`src/rtl/timebase_controller_if.sv`:
```
// Command/status bundle between a run-control master and the timebase controller.
// Optional burst signals exist only when TIMEBASE_BURST_EN is defined.
interface timebase_controller_if;
  logic        start;
  logic        stop;
  logic        step;
  logic [1:0]  rate_sel;
  logic        tick;
  logic        sq_out;
  logic        busy;
  logic [15:0] tick_count;
  logic [1:0]  state;
`ifdef TIMEBASE_BURST_EN
  logic [7:0]  burst_len;
  logic        burst_done;

  modport master (
    output start, stop, step, rate_sel, burst_len,
    input  tick, sq_out, busy, tick_count, state, burst_done
  );
  modport slave (
    input  start, stop, step, rate_sel, burst_len,
    output tick, sq_out, busy, tick_count, state, burst_done
  );
`else
  modport master (
    output start, stop, step, rate_sel,
    input  tick, sq_out, busy, tick_count, state
  );
  modport slave (
    input  start, stop, step, rate_sel,
    output tick, sq_out, busy, tick_count, state
  );
`endif
endinterface

```
`src/rtl/timebase_controller.sv`:
```
// Run-control and rate scheduler for the lab timebase.
// One 32-bit divider counter serves three selectable rates; an FSM provides
// start/stop/single-step control. Rate changes take effect only at the end of
// a full sq_out period so tick spacing never glitches.
// Optional feature macro: TIMEBASE_BURST_EN (bounded tick bursts in RUN).
module timebase_controller #(
  parameter int unsigned CLOCK_FREQ = 50000000,
  parameter int unsigned FREQ_SLOW  = 1,
  parameter int unsigned FREQ_MID   = 20,
  parameter int unsigned FREQ_FAST  = 500
) (
  input  logic                  clock,
  input  logic                  reset_n,
  timebase_controller_if.slave  bus
);

  localparam logic [31:0] HALF_SLOW = 32'(CLOCK_FREQ / (2 * FREQ_SLOW));
  localparam logic [31:0] HALF_MID  = 32'(CLOCK_FREQ / (2 * FREQ_MID));
  localparam logic [31:0] HALF_FAST = 32'(CLOCK_FREQ / (2 * FREQ_FAST));

  typedef enum logic [1:0] {
    IDLE  = 2'b00,
    RUN   = 2'b01,
    PAUSE = 2'b10,
    STEP  = 2'b11
  } state_e;

  state_e      state_q;
  logic [31:0] counter_q;
  logic        sq_q;
  logic        tick_q;
  logic [15:0] tick_count_q;
  logic [1:0]  active_q;
  logic [1:0]  pending_q;
`ifdef TIMEBASE_BURST_EN
  logic [7:0]  burst_rem_q;
  logic        burst_on_q;
  logic        burst_done_q;
`endif

  logic [31:0] half_m1_d;
  logic        wrap_d;
  logic        rise_d;
  logic        fall_d;

  // Terminal count for the half period of the currently active rate
  always_comb begin
    half_m1_d = HALF_SLOW - 32'd1;
    case (active_q)
      2'b01:   half_m1_d = HALF_MID - 32'd1;
      2'b10:   half_m1_d = HALF_FAST - 32'd1;
      default: half_m1_d = HALF_SLOW - 32'd1;
    endcase
  end

  // wrap: sq_out toggles on this edge if counting; rise/fall give its direction
  assign wrap_d = (counter_q == half_m1_d);
  assign rise_d = wrap_d & ~sq_q;
  assign fall_d = wrap_d & sq_q;

  // Run-control FSM together with divider, square wave, tick and rate registers
  always_ff @(posedge clock or negedge reset_n) begin
    if (!reset_n) begin
      state_q      <= IDLE;
      counter_q    <= '0;
      sq_q         <= 1'b0;
      tick_q       <= 1'b0;
      tick_count_q <= '0;
      active_q     <= 2'b00;
      pending_q    <= 2'b00;
`ifdef TIMEBASE_BURST_EN
      burst_rem_q  <= '0;
      burst_on_q   <= 1'b0;
      burst_done_q <= 1'b0;
`endif
    end else begin
      tick_q <= 1'b0;
`ifdef TIMEBASE_BURST_EN
      burst_done_q <= 1'b0;
`endif
      // 11 means "keep current"; anything else is the requested rate
      if (bus.rate_sel != 2'b11) begin
        pending_q <= bus.rate_sel;
      end

      case (state_q)
        IDLE: begin
          active_q  <= pending_q;
          counter_q <= '0;
          sq_q      <= 1'b0;
          if (!bus.stop && bus.start) begin
            state_q <= RUN;
`ifdef TIMEBASE_BURST_EN
            burst_rem_q <= bus.burst_len;
            burst_on_q  <= (bus.burst_len != 8'd0);
`endif
          end else if (!bus.stop && bus.step) begin
            state_q <= STEP;
          end
        end

        RUN: begin
`ifdef TIMEBASE_BURST_EN
          // Burst exhausted: the edge after the final tick returns to IDLE
          if (burst_on_q && (burst_rem_q == 8'd0)) begin
            state_q      <= IDLE;
            counter_q    <= '0;
            sq_q         <= 1'b0;
            burst_on_q   <= 1'b0;
            burst_done_q <= 1'b1;
          end else
`endif
          if (bus.stop) begin
            // counter and sq_out hold their values while paused
            state_q <= PAUSE;
          end else begin
            counter_q <= wrap_d ? '0 : counter_q + 32'd1;
            if (wrap_d) begin
              sq_q <= ~sq_q;
            end
            if (rise_d) begin
              tick_q       <= 1'b1;
              tick_count_q <= tick_count_q + 16'd1;
`ifdef TIMEBASE_BURST_EN
              if (burst_on_q) begin
                burst_rem_q <= burst_rem_q - 8'd1;
              end
`endif
            end
            if (fall_d) begin
              active_q <= pending_q;
            end
          end
        end

        PAUSE: begin
          if (bus.stop) begin
            state_q   <= IDLE;
            counter_q <= '0;
            sq_q      <= 1'b0;
`ifdef TIMEBASE_BURST_EN
            burst_on_q <= 1'b0;
`endif
          end else if (bus.start) begin
            state_q <= RUN;
          end else if (bus.step) begin
            state_q <= STEP;
          end
        end

        STEP: begin
          // Leave on stop, or on the edge after the single tick (sq_out stays 1)
          if (bus.stop || tick_q) begin
            state_q <= PAUSE;
          end else begin
            counter_q <= wrap_d ? '0 : counter_q + 32'd1;
            if (wrap_d) begin
              sq_q <= ~sq_q;
            end
            if (rise_d) begin
              tick_q       <= 1'b1;
              tick_count_q <= tick_count_q + 16'd1;
            end
            if (fall_d) begin
              active_q <= pending_q;
            end
          end
        end

        default: state_q <= IDLE;
      endcase
    end
  end

  assign bus.tick       = tick_q;
  assign bus.sq_out     = sq_q;
  assign bus.busy       = (state_q == RUN) || (state_q == STEP);
  assign bus.tick_count = tick_count_q;
  assign bus.state      = state_q;
`ifdef TIMEBASE_BURST_EN
  assign bus.burst_done = burst_done_q;
`endif

endmodule

```
`src/flat_wrapper.sv`:
```
// flat-port wrapper written by rule: the top's interface ports become plain ports
module timebase_controller_flat 
#(
  parameter int unsigned CLOCK_FREQ = 50000000,
  parameter int unsigned FREQ_SLOW  = 1,
  parameter int unsigned FREQ_MID   = 20,
  parameter int unsigned FREQ_FAST  = 500
)
  (clock, reset_n, bus_start, bus_stop, bus_step, bus_rate_sel, bus_tick, bus_sq_out, bus_busy, bus_tick_count, bus_state);
  timebase_controller_if bus_i ();
  input  logic clock;
  input  logic reset_n;
  input wire logic [$bits(bus_i.start)-1:0] bus_start;
  input wire logic [$bits(bus_i.stop)-1:0] bus_stop;
  input wire logic [$bits(bus_i.step)-1:0] bus_step;
  input wire logic [$bits(bus_i.rate_sel)-1:0] bus_rate_sel;
  output wire logic [$bits(bus_i.tick)-1:0] bus_tick;
  output wire logic [$bits(bus_i.sq_out)-1:0] bus_sq_out;
  output wire logic [$bits(bus_i.busy)-1:0] bus_busy;
  output wire logic [$bits(bus_i.tick_count)-1:0] bus_tick_count;
  output wire logic [$bits(bus_i.state)-1:0] bus_state;
  assign bus_i.start = bus_start;
  assign bus_i.stop = bus_stop;
  assign bus_i.step = bus_step;
  assign bus_i.rate_sel = bus_rate_sel;
  assign bus_tick = bus_i.tick;
  assign bus_sq_out = bus_i.sq_out;
  assign bus_busy = bus_i.busy;
  assign bus_tick_count = bus_i.tick_count;
  assign bus_state = bus_i.state;
  timebase_controller #(.CLOCK_FREQ(CLOCK_FREQ), .FREQ_SLOW(FREQ_SLOW), .FREQ_MID(FREQ_MID), .FREQ_FAST(FREQ_FAST)) u_core (.clock(clock), .reset_n(reset_n), .bus(bus_i));
endmodule
```
`config.mk`:
```
export PLATFORM = sky130hd
export DESIGN_NAME = timebase_controller_flat
export DESIGN_NICKNAME = d
export VERILOG_FILES = /design/src/rtl/timebase_controller_if.sv /design/src/rtl/timebase_controller.sv /design/src/flat_wrapper.sv
export SDC_FILE = /design/constraint.sdc
export NUM_CORES = 1
export LEC_CHECK = 0
export ABC_CLOCK_PERIOD_IN_PS = 7500
export CAP_MARGIN = 20
export CORE_MARGIN = 10
export CORE_UTILIZATION = 35
export CTS_CLUSTER_SIZE = 30
export DETAILED_ROUTE_END_ITERATION = 7
export PLACE_DENSITY_LB_ADDON = 0.15
export SYNTH_ARGS = -nofsm -noshare
export SYNTH_HDL_FRONTEND = slang
export SYNTH_SLANG_ARGS = --single-unit
```
`constraint.sdc`:
```
create_clock -name clock -period 7.5 [get_ports clock]
set_input_delay 1.875 -clock clock [delete_from_list [all_inputs] [get_ports clock]]
set_output_delay 1.875 -clock clock [all_outputs]
set_load 0.01 [all_outputs]
```
==> results of run 1 <==
==> layout make-up <==
type                    count  area (µm²)  share of cell area (%)
well taps                 105       131.4                   3.789
flip-flops and latches     56        1401                   40.42
clock inverters             3       22.52                  0.6496
inverters                  10       37.54                   1.083
repair buffers             29       280.3                   8.084
multi-input cells         227        1525                   43.99
clock buffers               5       68.82                   1.985
==> Yosys cell counts, drive strengths merged, types with 2 or more instances <==
library cell | count | area (µm²)
and3 | 11 | 68.82
ha | 5 | 62.56
a21oi | 2 | 10.01
a21boi | 2 | 15.01
and4 | 3 | 26.28
nand2 | 36 | 150.2
a311oi | 2 | 23.77
nor4 | 4 | 46.29
nand2b | 2 | 20.02
nor2 | 40 | 152.6
clkbuf | 5 | 18.77
nor3 | 3 | 15.01
or3 | 4 | 25.02
o22ai | 2 | 12.51
xnor2 | 19 | 196.4
dfrtp | 56 | 1401
xor2 | 26 | 227.7
o21ai | 3 | 15.01
mux2i | 2 | 20.02
or4 | 3 | 26.27
nand3 | 21 | 130.1
a31oi | 3 | 18.77
buf | 6 | 37.53
inv | 10 | 37.54
nand4 | 16 | 100.1
and2 | 6 | 37.54
==> worst max-delay path, delay by kind of cell <==
family	cells	cell delay (ps)
AOI/OAI and AO/OA	1	340
buffers and inverters	2	630
xor gates and xnor gates	1	170
and+or+nand+nor	3	1180
==> logic make-up (layout without fill, tap and decap cells) <==
| kind of cell | count (synthesis) | in the layout | share of synthesized area [%] |
|---|---|---|---|
| adder cells (fa/ha/maj) | 5 | 5 | 2.071 |
| multiplexers | 2 | 2 | 0.6628 |
| AO/OA/AOI/OAI | 21 | 21 | 5.717 |
| XOR/XNOR | 45 | 45 | 14.04 |
| AND/OR/NAND/NOR | 154 | 154 | 28.00 |
| buffers and inverters | 21 | 47 | 3.107 |
| flip-flops | 56 | 56 | 46.40 |
==> per-layer routing <==
metal	vias up	part of all wire (%)	wire, µm
li1	1092	-	-
met1	1047	49	3141
met2	33	44	2806
met3	7	5.2	329
met4	0	1.2	76
met5	-	0	0
==> metrics by stage <==
step,util [%],setup WS (ps)
4_1_cts,41.78,3490
6_report,41.78,3506
3_3_place_gp,40.68,3179
5_1_grt,41.78,3285
2_1_floorplan,-,4098
3_5_place_dp,40.68,3142
==> final timing paths <==
| check | startpoint | endpoint | slack (ps) | depth (start not counted) |
|---|---|---|---|---|
| min | u_core.bus.tick_count[15] | u_core.bus.tick_count[15] | 480 | 1 |
| min in group asynchronous | reset_n | u_core.bus.state[0] | 1670 | 2 |
| min reg2reg | u_core.bus.tick_count[15] | u_core.bus.tick_count[15] | 480 | 1 |
| max | bus_stop | u_core.bus.tick_count[5] | 3510 | 7 |
| max reg2reg | u_core.active_q[0] | u_core.bus.tick_count[5] | 4250 | 7 |
| max in group asynchronous | reset_n | u_core.counter_q[16] | 5340 | 2 |
==> flip-flops by register name, summed over array words and instances, names as in the netlist <==
register	cells
u_core.active_q	2
u_core.bus.sq_out	1
u_core.bus.state	2
u_core.bus.tick	1
u_core.bus.tick_count	16
u_core.counter_q	32
u_core.pending_q	2
==> report_power, final <==
part | total [mW] | internal, mW | leakage, nW | switching (mW)
registers | 0.314 | 0.308 | 0.771 | 0.00622
logic | 0.0603 | 0.0233 | 0.704 | 0.0370
clock network | 0.174 | 0.0673 | 0.0485 | 0.107
total | 0.548 | 0.398 | 1.52 | 0.150
==> impl_results.md, run 1 <==
- Crit path required time: 7710 ps
- GR Layer Usage met3: 2.853%
- Synthesis-stage register bit count: 56
- VDD IR max: 62.56 µV
- Max incr delay on CP: 880 ps
- DPL Wire Length: 4428 µm
- Die width: 112.9 µm
- Resized cells post-CTS: 0
- DR WL/cell: 14.61 µm
- Placed inst area: 0.003376 mm²
- Grt total ovfl: 0
- Pwr Total: 548.5 µW
- Vias per cell: 5.009
- GRT Max-Usage Layer: met2
- TritonRoute pass-1 iters: 5
- Crit-path cells: clkdlybuf4s50_1 -> inv_1 -> nand2_1 -> a211o_1 -> nor4_4 -> nand4_1 -> xnor2_1
- # rows: 33
- Worst Hold Class: flop to flop
- Post-layout net count: 341
- Post-route DRC: 0
- GR Util met1: 13.82%
- Netlist cell types: 50
- Slew Viols, Final: 0
- Placed Cells: 427
- First-iteration detailed-routing DRC count: 77
- CP max stage cell: nor4_4
- Setup CP Type: input port to flop
- Core area: 0.008299 mm²
- Cells after Synth: 304
- RSZ-0062 raised after global routing: no
- Fin crit share: 53.25%
- Ports: 28
- Total GRT Usage: 10.45%
- Initial Util: 36.39%
- Layout cells sized above 1: 9.697%
- # Post-CTS Setup Buffers: 0
- Most frequent cells in the layout: dfrtp_1 (56), nor2_1 (39), nand2_1 (30)
- Count of final hold-check violations: 0
- Worst hold slack: 484.2 ps
- Largest net degree at the start of global routing: 57
- RD Place Congestion: 0.7534
- Fill cells: 836
- Yosys warns: 0
- Post-synth EDFFs: 0
- First-pass GRT wire length: 11080 µm
- Initial antenna violation count: 0
- Grt met2 use: 16.17%
- Total number of vias: 2179
- PwrDens: 158.2 mW/mm²
- Synth Area per Inst: 9.936 µm²
- Worst Path Arrival: 4210 ps
- CTS max path bufs: 2
- Setup_tns: 0 ps
- Final Instance Area: 0.003467 mm²
- CTS HTree Levels: 2
- Num CTS Buffers: 5
- Die area: 0.01275 mm²
- Routed WL: 6354 µm
- Port bufs: 27
- CTS hold repair buffers: 0
- FMAX: 250.4 MHz
- CTS clk-pin slew, worst paths: 110 ps
- Sequential fraction of the synthesis area: 46.40%
- Diodes inserted: 0
- Clock sinks: 56
- Maximum fanout along the worst path: 15
- Clk_lat worst skew: 320 ps
- Async S/R FF share, synth: 100.0%
- Status: finished, final reports clean
- Max_cap viols: 0
- Slew @ Worst Pin: 1056 ps
- Leak Pwr: 1.524 nW
- Setup crit end kind: flop
- DRT antenna net count: 0
- Top_reg_cell synth: dfrtp_1
- Setup-failing EPs final: 0
- Most frequent standard cell in the layout excluding fill and tap cells: dfrtp_1
- TritonCTS clock tree: yes
- Crit path launch type: input port
- Post-Syn Area: 0.003020 mm²
- Layout overhead on the synthesized area: 14.79%
- Vias in the first global route: 2187
- Synth Net Count: 316
- Die Ht: 112.9 µm
- Clock root buffer: clkbuf_8
- Tmin final: 3994 ps
- Fin cells: 435
- Max transition margin: 29.09%
- Clk_skew: 7.435 ps
No activity file was read; power rests on OpenSTA's default activity.
==> inputs of run 2 (changes only) <==
- ABC_CLOCK_PERIOD_IN_PS: 7500 -> 3200
- clock period: 7.5 -> 3.2 ns (I/O delays scaled with it)
==> run 2 against run 1 <==
- cell area grew 1.5%
- via count grew 3.5%
- first-iteration DRC count grew 110%
- die area is the same
- routed wire length grew 3.1%
- combinational power grew 140%
- sequential share of layout area shrank 0.59 points
- core utilization grew 0.62 points
==> impl_results.md, run 2 (synthesis gave the netlist of run 1 again) <==
- Status: finished, final reports clean
- Grt total ovfl: 0
- Diodes inserted: 0
- Slew @ Worst Pin: 732.8 ps
- Most frequent cells in the layout: dfrtp_1 (56), nor2_1 (39), nand2_1 (30)
- Placed inst area: 0.003411 mm²
- RD Place Congestion: 0.7651
- FF-to-FF path depth: 8
- First-iteration detailed-routing DRC count: 162
- Most frequent standard cell in the layout excluding fill and tap cells: dfrtp_1
- R2r setup slk: 530 ps
- Setup crit end kind: flop
- Max_cap viols: 0
- Clk_skew: 8.992 ps
- Reg2Reg Launch Point: u_core.active_q[0]
- Post-layout net count: 344
- Pre-CTS setup slack: 308.9 ps
- Count of final hold-check violations: 0
- Resized cells post-CTS: 0
- Total GRT Usage: 10.56%
- Die area: 0.01275 mm²
- Layout cells sized above 1: 10.21%
- Num CTS Buffers: 5
- Reg-to-Reg End: u_core.counter_q[18]
- Core area: 0.008299 mm²
- PwrDens: 382.9 mW/mm²
- Worst Path Arrival: 2870 ps
- Max transition margin: 50.97%
- Initial Util: 36.39%
- Die width: 112.9 µm
- Layout overhead on the synthesized area: 16.49%
- Crit path required time: 3400 ps
- Setup-failing EPs final: 0
- CTS hold repair buffers: 0
- # rows: 33
- Setup_tns: 0 ps
- Post-route DRC: 0
- Setup CP Type: flop to flop
- Biggest register: u_core.counter_q
- CTS clk-pin slew, worst paths: 100 ps
- Routed WL: 6554 µm
- Die Ht: 112.9 µm
- DR WL/cell: 14.96 µm
- RSZ-0062 raised after global routing: no
- Vias per cell: 5.148
- Ports: 28
- Clock root buffer: clkbuf_8
- First-pass GRT wire length: 11370 µm
- Total number of vias: 2255
- Crit path launch type: flop
- TritonCTS clock tree: yes
- DRT antenna net count: 0
- TritonRoute pass-1 iters: 4
- Leak Pwr: 1.551 nW
- Largest net degree at the start of global routing: 35
- CTS max path bufs: 2
- CTS HTree Levels: 2
- Clock sinks: 56
- Vias in the first global route: 2195
- Final core utilization: 42.39%
- Slew Viols, Final: 0
- Clk_lat worst skew: 310 ps
- Port bufs: 27
- Worst hold slack: 452.5 ps
- FMAX: 374.2 MHz
- # Post-CTS Setup Buffers: 0
- Maximum fanout along the worst path: 30
- Max reg flops: 32
- Initial antenna violation count: 0
- Worst Hold Class: input port to async pin
- DPL Wire Length: 4675 µm
- Tmin final: 2672 ps
- VDD IR max: 213.8 µV
- Final worst slack: 528.0 ps
- Final Instance Area: 0.003518 mm²
- Fin crit share: 83.50%
run 2: final cells by class:
class,count,area [µm²]
Clock inverter,2,35.03
Timing Repair Buffer,32,315.3
Inverter,10,37.54
Sequential cell,56,1401
Fill cell,832,4781
Multi-Input combinational cell,227,1525
Tap cell,105,131.4
Clock buffer,6,72.57
run 2: worst max path at each step:
| stage | cells after the start | slack, ps | from | endpoint |
|---|---|---|---|---|
| detailed placement | 7 | 310 | bus_stop | u_core.counter_q[24] |
| global route | 9 | 330 | u_core.active_q[0] | u_core.counter_q[25] |
| finish | 8 | 530 | u_core.active_q[0] | u_core.counter_q[18] |
| CTS | 8 | 500 | u_core.active_q[0] | u_core.counter_q[18] |
| global placement | 7 | 330 | bus_stop | u_core.counter_q[24] |
| floorplan | 8 | 660 | u_core.active_q[0] | u_core.bus.tick_count[9] |
run 2: power by group:
group | internal, mW | switching [mW] | total (mW)
Combinational | 0.0584 | 0.0837 | 0.142
Sequential | 0.721 | 0.0150 | 0.736
Clock | 0.233 | 0.236 | 0.469
run 2: critical path: stages, from the launching register on:
cell and delay, ps:
dfrtp_1 390, inv_1 70, ha_1 410, a2111oi_4 310
or4b_4 530, o31ai_1 340, and2_1 240, buf_12 190
nor2_1 70
run 2: per-stage QoR:
stage	std cells	total power [mW]
5_1_grt	438	1.416
3_5_place_dp	430	0.8950
3_3_place_gp	430	0.8941
2_1_floorplan	304	0.8383
4_1_cts	438	1.364
6_report	438	1.347
run 2: per-layer routing:
metal	GRT usage, %	up-vias	part of all wire (%)	wire length [µm]
met1	14.23	1118	49	3223
met5	0	-	0	0
met4	2.538	0	0.92	60
met3	2.483	6	4.4	291
li1	-	1100	-	-
met2	16.67	31	45	2980
